===== src/rtl/cpu_pkg.sv =====
// Shared fetch-stage definitions: PC width, reset PC and fetch FSM state encoding.
package cpu_pkg;

  localparam int unsigned PC_W = 16;
  localparam int unsigned CNT_W = 16;
  localparam int unsigned FLUSH_CNT_W = 3;
  localparam logic [PC_W-1:0] RESET_PC_DEFAULT = 16'h0000;
  localparam logic [PC_W-1:0] PC_ONE = 16'h0001;
  localparam logic [CNT_W-1:0] CNT_ONE = 16'h0001;

  typedef enum logic [1:0] {
    IDLE     = 2'd0,
    FETCH    = 2'd1,
    REDIRECT = 2'd2
  } fetch_state_e;

endpackage


===== src/rtl/sat_counter.sv =====
// 16-bit event counter that sticks at all-ones instead of wrapping.
module sat_counter
  import cpu_pkg::*;
(
  input  logic             clk_pi,
  input  logic             reset_pi,
  input  logic             inc_en_pi,
  output logic [CNT_W-1:0] count_po
);

  logic [CNT_W-1:0] count_reg;

  always_ff @(posedge clk_pi or posedge reset_pi) begin
    if (reset_pi) begin
      count_reg <= '0;
    end else if (inc_en_pi && (count_reg != '1)) begin
      count_reg <= count_reg + CNT_ONE;
    end
  end

  assign count_po = count_reg;

endmodule


===== src/rtl/fetch_pc_unit.sv =====
// Fetch PC sequencer with branch/jump redirect and IF/ID flush generation.
// Define BRANCH_STATS_EN to add saturating taken/not-taken branch counters.
module fetch_pc_unit
  import cpu_pkg::*;
#(
  parameter logic [PC_W-1:0] RESET_PC     = RESET_PC_DEFAULT,
  parameter int unsigned     FLUSH_CYCLES = 2
) (
  input  logic            clk_pi,
  input  logic            reset_pi,
  input  logic            stall_pi,
  input  logic            branch_valid_pi,
  input  logic            is_branch_taken_pi,
  input  logic [PC_W-1:0] branch_target_pi,
  input  logic            jump_pi,
  input  logic [PC_W-1:0] jump_target_pi,
  input  logic            imem_ready_pi,
  output logic            imem_req_po,
  output logic [PC_W-1:0] pc_po,
  output logic            fetch_valid_po,
  output logic            flush_po
`ifdef BRANCH_STATS_EN
  ,
  output logic [CNT_W-1:0] taken_count_po,
  output logic [CNT_W-1:0] not_taken_count_po
`endif
);

  localparam logic [FLUSH_CNT_W-1:0] FLUSH_LOAD = FLUSH_CNT_W'(FLUSH_CYCLES);
  localparam logic [FLUSH_CNT_W-1:0] FLUSH_ONE  = 3'd1;

  fetch_state_e           state_reg;
  logic [PC_W-1:0]        pc_reg;
  logic [FLUSH_CNT_W-1:0] flush_cnt_reg;
  logic                   fetch_valid_reg;

  logic            branch_taken;
  logic            redirect;
  logic            accept;
  logic [PC_W-1:0] redirect_target;

  // The branch belongs to the older instruction, so it beats a same-cycle jump.
  assign branch_taken    = branch_valid_pi & is_branch_taken_pi;
  assign redirect        = (branch_taken | jump_pi) & (state_reg != IDLE);
  assign redirect_target = branch_taken ? branch_target_pi : jump_target_pi;

  assign imem_req_po    = (state_reg != IDLE) & ~stall_pi;
  assign accept         = imem_req_po & imem_ready_pi;
  assign flush_po       = (flush_cnt_reg != '0);
  assign fetch_valid_po = fetch_valid_reg & ~flush_po;
  assign pc_po          = pc_reg;

  always_ff @(posedge clk_pi or posedge reset_pi) begin
    if (reset_pi) begin
      state_reg       <= IDLE;
      pc_reg          <= RESET_PC;
      flush_cnt_reg   <= '0;
      fetch_valid_reg <= 1'b0;
    end else begin
      // A fetch issued alongside a redirect is on the wrong path.
      fetch_valid_reg <= accept & ~redirect;
      case (state_reg)
        IDLE: begin
          state_reg <= FETCH;
        end
        default: begin
          if (redirect) begin
            pc_reg        <= redirect_target;
            flush_cnt_reg <= FLUSH_LOAD;
            state_reg     <= REDIRECT;
          end else begin
            if (accept) begin
              pc_reg <= pc_reg + PC_ONE;
            end
            // Stall freezes the flush window so it covers the real pipeline slots.
            if ((state_reg == REDIRECT) && !stall_pi) begin
              flush_cnt_reg <= flush_cnt_reg - FLUSH_ONE;
              if (flush_cnt_reg == FLUSH_ONE) begin
                state_reg <= FETCH;
              end
            end
          end
        end
      endcase
    end
  end

`ifdef BRANCH_STATS_EN
  sat_counter u_taken_count (
    .clk_pi    (clk_pi),
    .reset_pi  (reset_pi),
    .inc_en_pi (branch_valid_pi & is_branch_taken_pi),
    .count_po  (taken_count_po)
  );

  sat_counter u_not_taken_count (
    .clk_pi    (clk_pi),
    .reset_pi  (reset_pi),
    .inc_en_pi (branch_valid_pi & ~is_branch_taken_pi),
    .count_po  (not_taken_count_po)
  );
`endif

endmodule


===== config.mk =====
export PLATFORM = sky130hd
export DESIGN_NAME = fetch_pc_unit
export DESIGN_NICKNAME = d
export VERILOG_FILES = /design/src/rtl/cpu_pkg.sv /design/src/rtl/sat_counter.sv /design/src/rtl/fetch_pc_unit.sv
export SDC_FILE = /design/constraint.sdc
export NUM_CORES = 1
export LEC_CHECK = 0
export CORE_UTILIZATION = 40
export DETAILED_ROUTE_END_ITERATION = 12
export PLACE_DENSITY_LB_ADDON = 0.1
export SYNTH_ARGS = -nofsm -noshare
export SYNTH_HDL_FRONTEND = slang
export SYNTH_SLANG_ARGS = --single-unit

===== constraint.sdc =====
create_clock -name clk_pi -period 2.35 [get_ports clk_pi]
set_clock_uncertainty 0.15 [all_clocks]
set_input_delay 0.705 -clock clk_pi [delete_from_list [all_inputs] [get_ports clk_pi]]
set_output_delay 0.705 -clock clk_pi [all_outputs]
set_load 0.1 [all_outputs]

Word-level counts from Yosys, hierarchy flattened

Cells that the tools add are included.
Widths: inputs -> output; s select.

Bits in registers: 22

Add/sub/neg operators: 2
Equality and inequality tests: 2
Multiplexer cells: 9
Bitwise operators: 11
Reduce and logical (&&, ||, !) cells: 12

Operators with widths:

| kind                  | count |
|---|---|
| $mux 16               | 3 |
| $add 16x1->16 const B | 1 |
| $reduce_bool 3->1     | 3 |
| $mux 2                | 4 |
| $and 1x1->1           | 6 |
| $mux 3                | 2 |
| $reduce_and 2->1      | 3 |
| $reduce_bool 2->1     | 3 |
| $not 1->1             | 4 |
| $eq 3x1->1 const B    | 1 |
| $sub 3x1->3 const B   | 1 |
| $eq 2x2->1 const B    | 1 |
| $logic_not 2->1       | 1 |
| $logic_and 1x1->1     | 1 |
| $logic_not 1->1       | 1 |
| $or 1x1->1            | 1 |

Longest topological paths before layout

Word-level depth: 5
Mapped depth: 6
Depth with buffers taken out: 5

Worst setup path after synthesis

OpenSTA, ideal clock, no wires.

Path kind: reg2out
From: reg flush_cnt_reg[0]
To: out fetch_valid_po
Arrival: 2.703 ns
Data required time: 1.495 ns
Setup slack: -1.208 ns
Stages on the path, launching flop included: 5
Path buffers: 0
Cells stage by stage: dfrtp_1 -> inv_1 -> ha_1 -> nand2b_1 -> nor2_1

Word-level cells in the longest chain between the ends: 3

RTL lines:

| what                   | line                | source |
|---|---|---|
| from (decl)            | fetch_pc_unit.sv:34 | `logic [FLUSH_CNT_W-1:0] flush_cnt_reg;` |
| from (signal assigned) | fetch_pc_unit.sv:77 | `flush_cnt_reg <= flush_cnt_reg - FLUSH_ONE;` |
| $reduce_bool 3->1      | fetch_pc_unit.sv:49 | `assign flush_po = (flush_cnt_reg != '0);` |
| net flush_po           | fetch_pc_unit.sv:21 | `output logic flush_po` |
| $not 1->1              | fetch_pc_unit.sv:50 | `assign fetch_valid_po = fetch_valid_reg & ~flush_po;` |
| $and 1x1->1            | fetch_pc_unit.sv:50 |  |
| to (decl)              | fetch_pc_unit.sv:20 | `output logic fetch_valid_po,` |

The timed path passes the listed nets, and every way through them passes these cells.

Worst setup path after layout

From: in imem_ready_pi
To: reg pc_reg[14], in the netlist pc_po[14]

Word-level cells in the longest chain between the ends: 3

RTL lines:

| what                        | line                | source |
|---|---|---|
| from (decl)                 | fetch_pc_unit.sv:17 | `input logic imem_ready_pi,` |
| $and 1x1->1                 | fetch_pc_unit.sv:48 | `assign accept = imem_req_po & imem_ready_pi;` |
| $reduce_bool 2->1 (no line) | -                   |  |
| $reduce_and 2->1 (no line)  | -                   |  |
| to (signal assigned)        | fetch_pc_unit.sv:68 | `pc_reg <= redirect_target;` |
| to (signal assigned)        | fetch_pc_unit.sv:73 | `pc_reg <= pc_reg + PC_ONE;` |
| to (decl)                   | fetch_pc_unit.sv:33 | `logic [PC_W-1:0] pc_reg;` |

Every way passes these cells.
A chain may end at the register's enable or synchronous reset.

==> results.tsv <==
metric	value	unit
Avg Inst Size Synth	8.614	sq um
root buf cell	clkbuf_8	
max reg flops	16	
syn nets	216	
Tcrit/Tclk final	99.38	%
Critical Path RT	2.34	ns
final setup violation count	0	
fill count	267	
post-synth cell types	45	
top cells by area, synth	dfrtp_1 37%, a211oi_1 6.5%, and3_1 5.5%, a31oi_1 4.2%, nand2_1 3.5%	
Crit. End Element	flop	
CTS Hold Bufs	0	
post-synthesis sequential area ratio	36.94	%
Yosys top cell area share	36.94	%
register area	564.3	sq um
Initial Utilization	43.29	%
largest area contributor in the netlist	dfrtp_1	
Post-synth ARST share	100.0	%
Setup CP Type	in2reg	
final max-slew violation count	0	
Detailed Place HPWL	3378	um
Fin. Hold Viols	0	
Synth Cell Area	1490	sq um
Worst Hold Path EP	flush_cnt_reg[1]	
post-layout min period	2.335	ns
max_cap viols	0	
outcome	completed	
std cell rows	21	
Pre-antenna DRT Iters	4	
Tot Pwr	1.617	mW
CP startpoint kind	input pin	
gr ovfl total	0	
CTS Buffer Depth	2	
ratio of cells with drive above 1 in the final layout	26.05	%
EDFF count, synth	0	
Port Buffers	57	
Yosys warnings	0	
largest net degree at the start of global routing	23	
crit path DAT	2.32	ns
TritonCTS clock tree	done	
Worst Reg-to-Reg Cells	5	
Ant. Diodes	0	
CTS Buf Count	3	
ys flop type	dfrtp_1	
Power Dens Cells	648.3	nW/um^2
cell count after synthesis	173	
CP startpoint	imem_ready_pi	
Multi-input gate area	883.3	sq um
chip height	63.04	um
post-route cell area	2495	sq um
DRC viols	0	
Die X	63.04	um
worst hold slack	0.3832	ns
Yosys reg bits	22	
Initial DRC Count	147	
Placed Instance Area	2411	sq um
Worst-path clk slew	0.08	ns
overall routing resource usage	23.42	%
Worst-Margin Slew	0.5467	ns
highest clock rate	0.4282	GHz
vias in the first global route	1561	
initial antenna violation count	0	
Worst IR Drop VDD	0.3736	mV
setup slack after layout	0.01458	ns
Clk Latency, worst-skew pair	0.27	ns
H-tree depth	1	
synthesis-to-finish area growth	67.42	%
worst hold start	flush_cnt_reg[1]	
GP Congestion	0.8617	
TNS Setup	0	ns
P_leak	1.034	nW
r2r setup slk	0.30	ns
remaining antenna violation count	0	
Hold Path Class	reg2reg	
reg2reg end	pc_po[14]	
worst-path fanout max	5	
DR vias/cell	5.701	
num ports	58	
relative slew slack	63.36	%
Post-CTS Setup Inserts	0	
first-pass GRT wire length	7265	um
DP Worst Slack	-0.3731	ns
launch point of the worst reg-to-reg path	pc_po[0]	
vias post-DR	1619	
Clock Sinks	22	
hold path depth	2	
nets	282	
average routed wire per standard cell	15.86	um
core footprint	3442	sq um
Die Area	3973	sq um
total wire length	4505	um
## cells in the mapped netlist, types with 5 or more instances
cell and n:
a211oi_1 13, a21oi_1 7, a31oi_1 10, and3_1 13, clkbuf_1 7, dfrtp_1 22, inv_1 11, nand2_1 14
nand3_1 5, nand4_1 6, nor2_1 8, o21ai_0 6, or3_1 6
## final cells by class
type / instances / area share (%)
Clock buffer: 3 / 1.655
Clock inverter: 1 / 1.204
Inverter: 11 / 1.655
Multi-Input combinational cell: 130 / 35.41
Sequential cell: 22 / 22.62
Tap cell: 46 / 2.307
Timing Repair Buffer: 71 / 35.16
## power breakdown
group / switching, mW / internal, mW / total (mW)
clock: 0.132 / 0.228 / 0.360
sequential: 0.0746 / 0.426 / 0.501
combinational: 0.456 / 0.301 / 0.757
## repair_timing
action	in CTS	in global routing
gates resized for setup	2	3
setup endpoints to repair	4	3
pin swaps	1	0
## cell usage in the layout (no fill, tap or decap), drive strengths merged, types with 3 or more instances in the layout
cell and count:
nor2 9, or3 8, nand2 14, and3 13, nand4 6, xnor2 3, nor3 3, ha 4
a31oi 10, buf 33, clkbuf 3, a21oi 7, clkdlybuf4s50 37, o21ai 6, dfrtp 22, a211oi 13
inv 11, nand3 6
## worst max path at each step
stage,slack (ns),end
finish,0.01,pc_po[14]
global route,-0.008,pc_po[12]
CTS,0.05,imem_req_po
floorplan,-0.12,fetch_valid_po
global placement,-0.23,pc_po[14]
detailed placement,-0.37,pc_po[14]
## critical path: stages
cell             delay (ns)
clkdlybuf4s50_1        0.50
nand2b_1               0.18
or3_1                  0.44
o311ai_1               0.34
o211ai_1               0.15
## layer usage
layer	vias to the layer above	GRT usage [%]	wire length, um
met3	8	6.022	342
met1	770	28.98	1870
met2	65	39.11	2237
li1	776	-	-
met4	0	7.849	56
met5	-	0	0
## metrics by stage
stage	util, %	instances
after floorplan	-	173
final	72.48	284
after global placement	70.05	280
after detailed placement	70.05	280
after CTS	72.08	284
after global routing	72.48	284
## logic make-up after synthesis
| family | after synthesis | share of synthesized area, % |
|---|---|---|
| simple gates | 72 | 28.63 |
| compound gates | 48 | 21.91 |
| flops | 22 | 36.94 |
| buf+inv | 21 | 5.542 |
| xor+xnor | 5 | 2.939 |
| fa+ha+maj | 4 | 3.359 |
| mux | 1 | 0.6717 |
No activity file was read; power rests on OpenSTA's default activity.
==> patch 1, RTL diff (same flow settings) <==
`FLUSH_CNT_W`: 3 -> 5.
--- a/src/rtl/cpu_pkg.sv
+++ b/src/rtl/cpu_pkg.sv
@@ -5,3 +5,3 @@
   localparam int unsigned CNT_W = 16;
-  localparam int unsigned FLUSH_CNT_W = 3;
+  localparam int unsigned FLUSH_CNT_W = 5;
   localparam logic [PC_W-1:0] RESET_PC_DEFAULT = 16'h0000;
Behaviour: same outputs for any inputs over 10 cycles, from zero or initial values and one cycle with reset_pi high; that may be too few to reach the edited logic, so the function may still have changed.
==> patch 1 against the original RTL <==
  * Sequential cell count rose by 2
  * Combinational power grew 10%
  * Area after synthesis is 15% higher
  * Synthesized cell count is 5.2% higher
  * Routed wire length up 17%
  * Setup slack improved by 0.044 ns
  * Power rose by 8.8%
  * Worst hold slack improved by 0.064 ns
  * Final area rose by 10%
  * Via count rose by 11%
  * Critical endpoint is now fetch_valid_po
  * Largest cell class unchanged
  * Highest routed layer unchanged
==> patch 1: results (changes against the original RTL) <==
wire length of the first global-routing pass 8500 µm (+17%); wl on met1 2240 µm (+20%); Critical Path Fanout Max 4 (-1); Net Sw Frac 41.6% (+0.69 points); reg2reg start pc_po[2]$_DFFE_PP0P_; PostCTS Resize Cnt 3 (+1); HPWL Detailed 4080 µm (+21%); largest net degree at the start of global routing 25 (+8.7%); post-synthesis compound-gate area fraction 22.9% (+0.96 points); Netlist cell types 59 (+31%); sequential fraction of the synthesis area 35.2% (-1.8 points); status complete, no violations; Post-synth top cells dfrtp_1, nand2_1, and3_1; DP Worst Slack -0.148 ns (+0.225 ns); Overall Power 1760 µW (+8.8%); P_comb 833 µW (+10%); Clock transition at path regs 0.10 ns (+0.02 ns); worst reg2reg path depth 4 (-1); post-synthesis xor/xnor area fraction 2.57% (-0.37 points); Post-Syn Nets 224 (+3.7%); final wirelength 5260 µm (+17%); Least-Margin Pin Slew 0.424 ns (-0.123 ns); leakage power 0.00122 µW (+18%); placed instance area 0.00267 mm² (+11%); layout cells sized above 1 26.8% (+0.80 points); Peak VDD IR 0.000430 V (+15%); Min-Delay Endpoint flush_cnt_reg[4]$_DFFE_PP0P_; final hold slack 0.448 ns (+0.0644 ns); Synth area leaders dfrtp_1, and3_1, nand2_1, mux2i_1, nand3_1; Crit-path slowest cell dfrtp_1; met3 wire length 280 µm (-18%); vias in the first global route 1731 (+11%); Data arrival, critical path 1.44 ns (-0.88 ns); hold path start flush_cnt_reg[4]$_DFFE_PP0P_; post-DR vias/cell 5.86 (+2.8%); Final #Nets 300 (+6.4%)
-- patch 1: changes by cell type after synthesis, sizes merged, moves of 3 or more --
cell / delta
buf: +7
o31ai: +3
a311oi: +3
clkbuf: -7
a211oi: -10
or3: -5
and2: +3
a2111o: +3
nand3: +3
a31oi: -5
and4: +3
o22ai: +3
mux2i: +4
-- patch 1: per-layer routing --
layer,vias up,global-route usage (%)
met3,10,4.22
met2,69,41.9
met1,871,32.9
met5,-,0
met4,0,9.57
li1,849,-
-- patch 1: final cells by class --
type | count | area (µm²)
Tap cell | 50 | 62.6
Multi-Input combinational cell | 139 | 1010
Sequential cell | 24 | 601
Timing Repair Buffer | 81 | 977
Fill cell | 316 | 1300
Clock buffer | 3 | 41.3
Clock inverter | 1 | 30.0
Inverter | 9 | 33.8
-- patch 1: metrics by stage --
stage,utilization [%],std cells
5_1_grt,67.9,307
4_1_cts,67.7,307
3_3_place_gp,65.7,303
2_1_floorplan,-,182
6_report,67.9,307
3_5_place_dp,65.7,303
==> patch 2, RTL diff (same flow settings) <==
Without the edit above. Register the input `jump_target_pi` before use, with the module's reset. The logic sees it one clock later. The other inputs are not delayed to match.
--- a/src/rtl/fetch_pc_unit.sv
+++ b/src/rtl/fetch_pc_unit.sv
@@ -31,2 +31,12 @@
 
+  logic [PC_W-1:0] jump_target_pi_q;
+
+  always_ff @(posedge clk_pi or posedge reset_pi) begin
+    if (reset_pi) begin
+      jump_target_pi_q <= '0;
+    end else begin
+      jump_target_pi_q <= jump_target_pi;
+    end
+  end
+
   fetch_state_e           state_reg;
@@ -44,3 +54,3 @@
   assign redirect        = (branch_taken | jump_pi) & (state_reg != IDLE);
-  assign redirect_target = branch_taken ? branch_target_pi : jump_target_pi;
+  assign redirect_target = branch_taken ? branch_target_pi : jump_target_pi_q;
 
Check against the original RTL: not equivalent (Yosys sat finds a counterexample within 4 cycles, from zero or initial values and one cycle with reset_pi high).
==> patch 2 against the original RTL <==
  * Sequential cell count rose by 16
  * Routed wire length is 11% higher
  * Setup slack better by 0.071 ns
  * Largest power group unchanged
  * Area after synthesis increased by 26%
  * Critical endpoint is now fetch_valid_po
  * Register-to-register slack improved by 0.16 ns
  * Via count grew 7.0%
  * Final area is 20% higher
  * The run now ends with design-rule violations left
  * Power rose by 150%
==> patch 2: results (changes against the original RTL) <==
met3 Track Usage GR 5.56% (-0.47 points); Peak VDD IR 0.000853 V (+130%); CLK BUF 6 (+3); Residual DRC 10 (+10); worst hold stages 1 (-1); Non-clock buffering overhead 31.3% (-3.9 points); multi-input logic area 875 µm² (-0.99%); Worst setup endpoint fetch_valid_po; reg2reg start pc_po[3]$_DFFE_PP0P_; Least-Margin Pin Slew 0.477 ns (-0.0698 ns); Post-Syn Nets 228 (+5.6%); wire length of the first global-routing pass 8420 µm (+16%); vias in the first global route 1698 (+8.8%); dpl cells 309 (+10%); status finished with violations; leakage power 0.00129 µW (+24%); register area 951 µm² (+69%); CTS Buf Count 5 (+2); post-synthesis compound-gate area fraction 18.0% (-3.9 points); mux contribution to synthesized area 4.45% (+3.8 points); area grow syn2layout 59.4%; Data arrival, critical path 1.41 ns (-0.91 ns); commonest non-fill, non-tap cell in the layout dfrtp_1; violated checks design-rule violations; Critical Path Fanout Max 4 (-1); Synth area leaders dfrtp_1, a21oi_1, a211oi_1, and3_1, ha_1; met2 Usage GRT 36.6% (-2.5 points); final hold slack 0.362 ns (-0.0211 ns); Post-synth top cells dfrtp_1, a21oi_1, nand3_1, nor2_1; post-DR vias/cell 5.47 (-4.1%); max incr delay on CP 0.42 ns (-0.08 ns); H-tree depth 2 (+1); Buffers excl. clock 81 (+14%); Clock-cell share 4.75% (+1.9 points); largest net degree at the start of global routing 39 (+70%); sequential fraction of the synthesis area 50.5% (+14 points); DR iter-0 viols 99 (-33%)
-- patch 2: per-stage QoR --
| step | power (µW) | setup slack [ns] | utilization (%) |
|---|---|---|---|
| 2_1_floorplan | 2400 | 0.0473 | - |
| 3_5_place_dp | 3330 | -0.143 | 64.4 |
| 4_1_cts | 4020 | 0.0659 | 67.6 |
| 6_report | 4010 | 0.0856 | 67.6 |
| 3_3_place_gp | 3310 | -0.105 | 64.4 |
| 5_1_grt | 4180 | 0.0150 | 67.6 |
-- patch 2: power groups by stage --
stage | logic (µW) | clock network, µW | registers [µW]
floorplan | 557 | 0 | 1850
global placement | 2210 | 0 | 1100
detailed placement | 2220 | 0 | 1110
CTS | 2230 | 697 | 1100
global route | 2310 | 731 | 1130
finish | 2220 | 686 | 1100
-- patch 2: worst register-to-register path: cells and delay by family (launching register included) --
kind / cells / cell delay (ns)
flops: 1 / 0.51
compound gates: 3 / 0.52
simple gates: 2 / 0.62
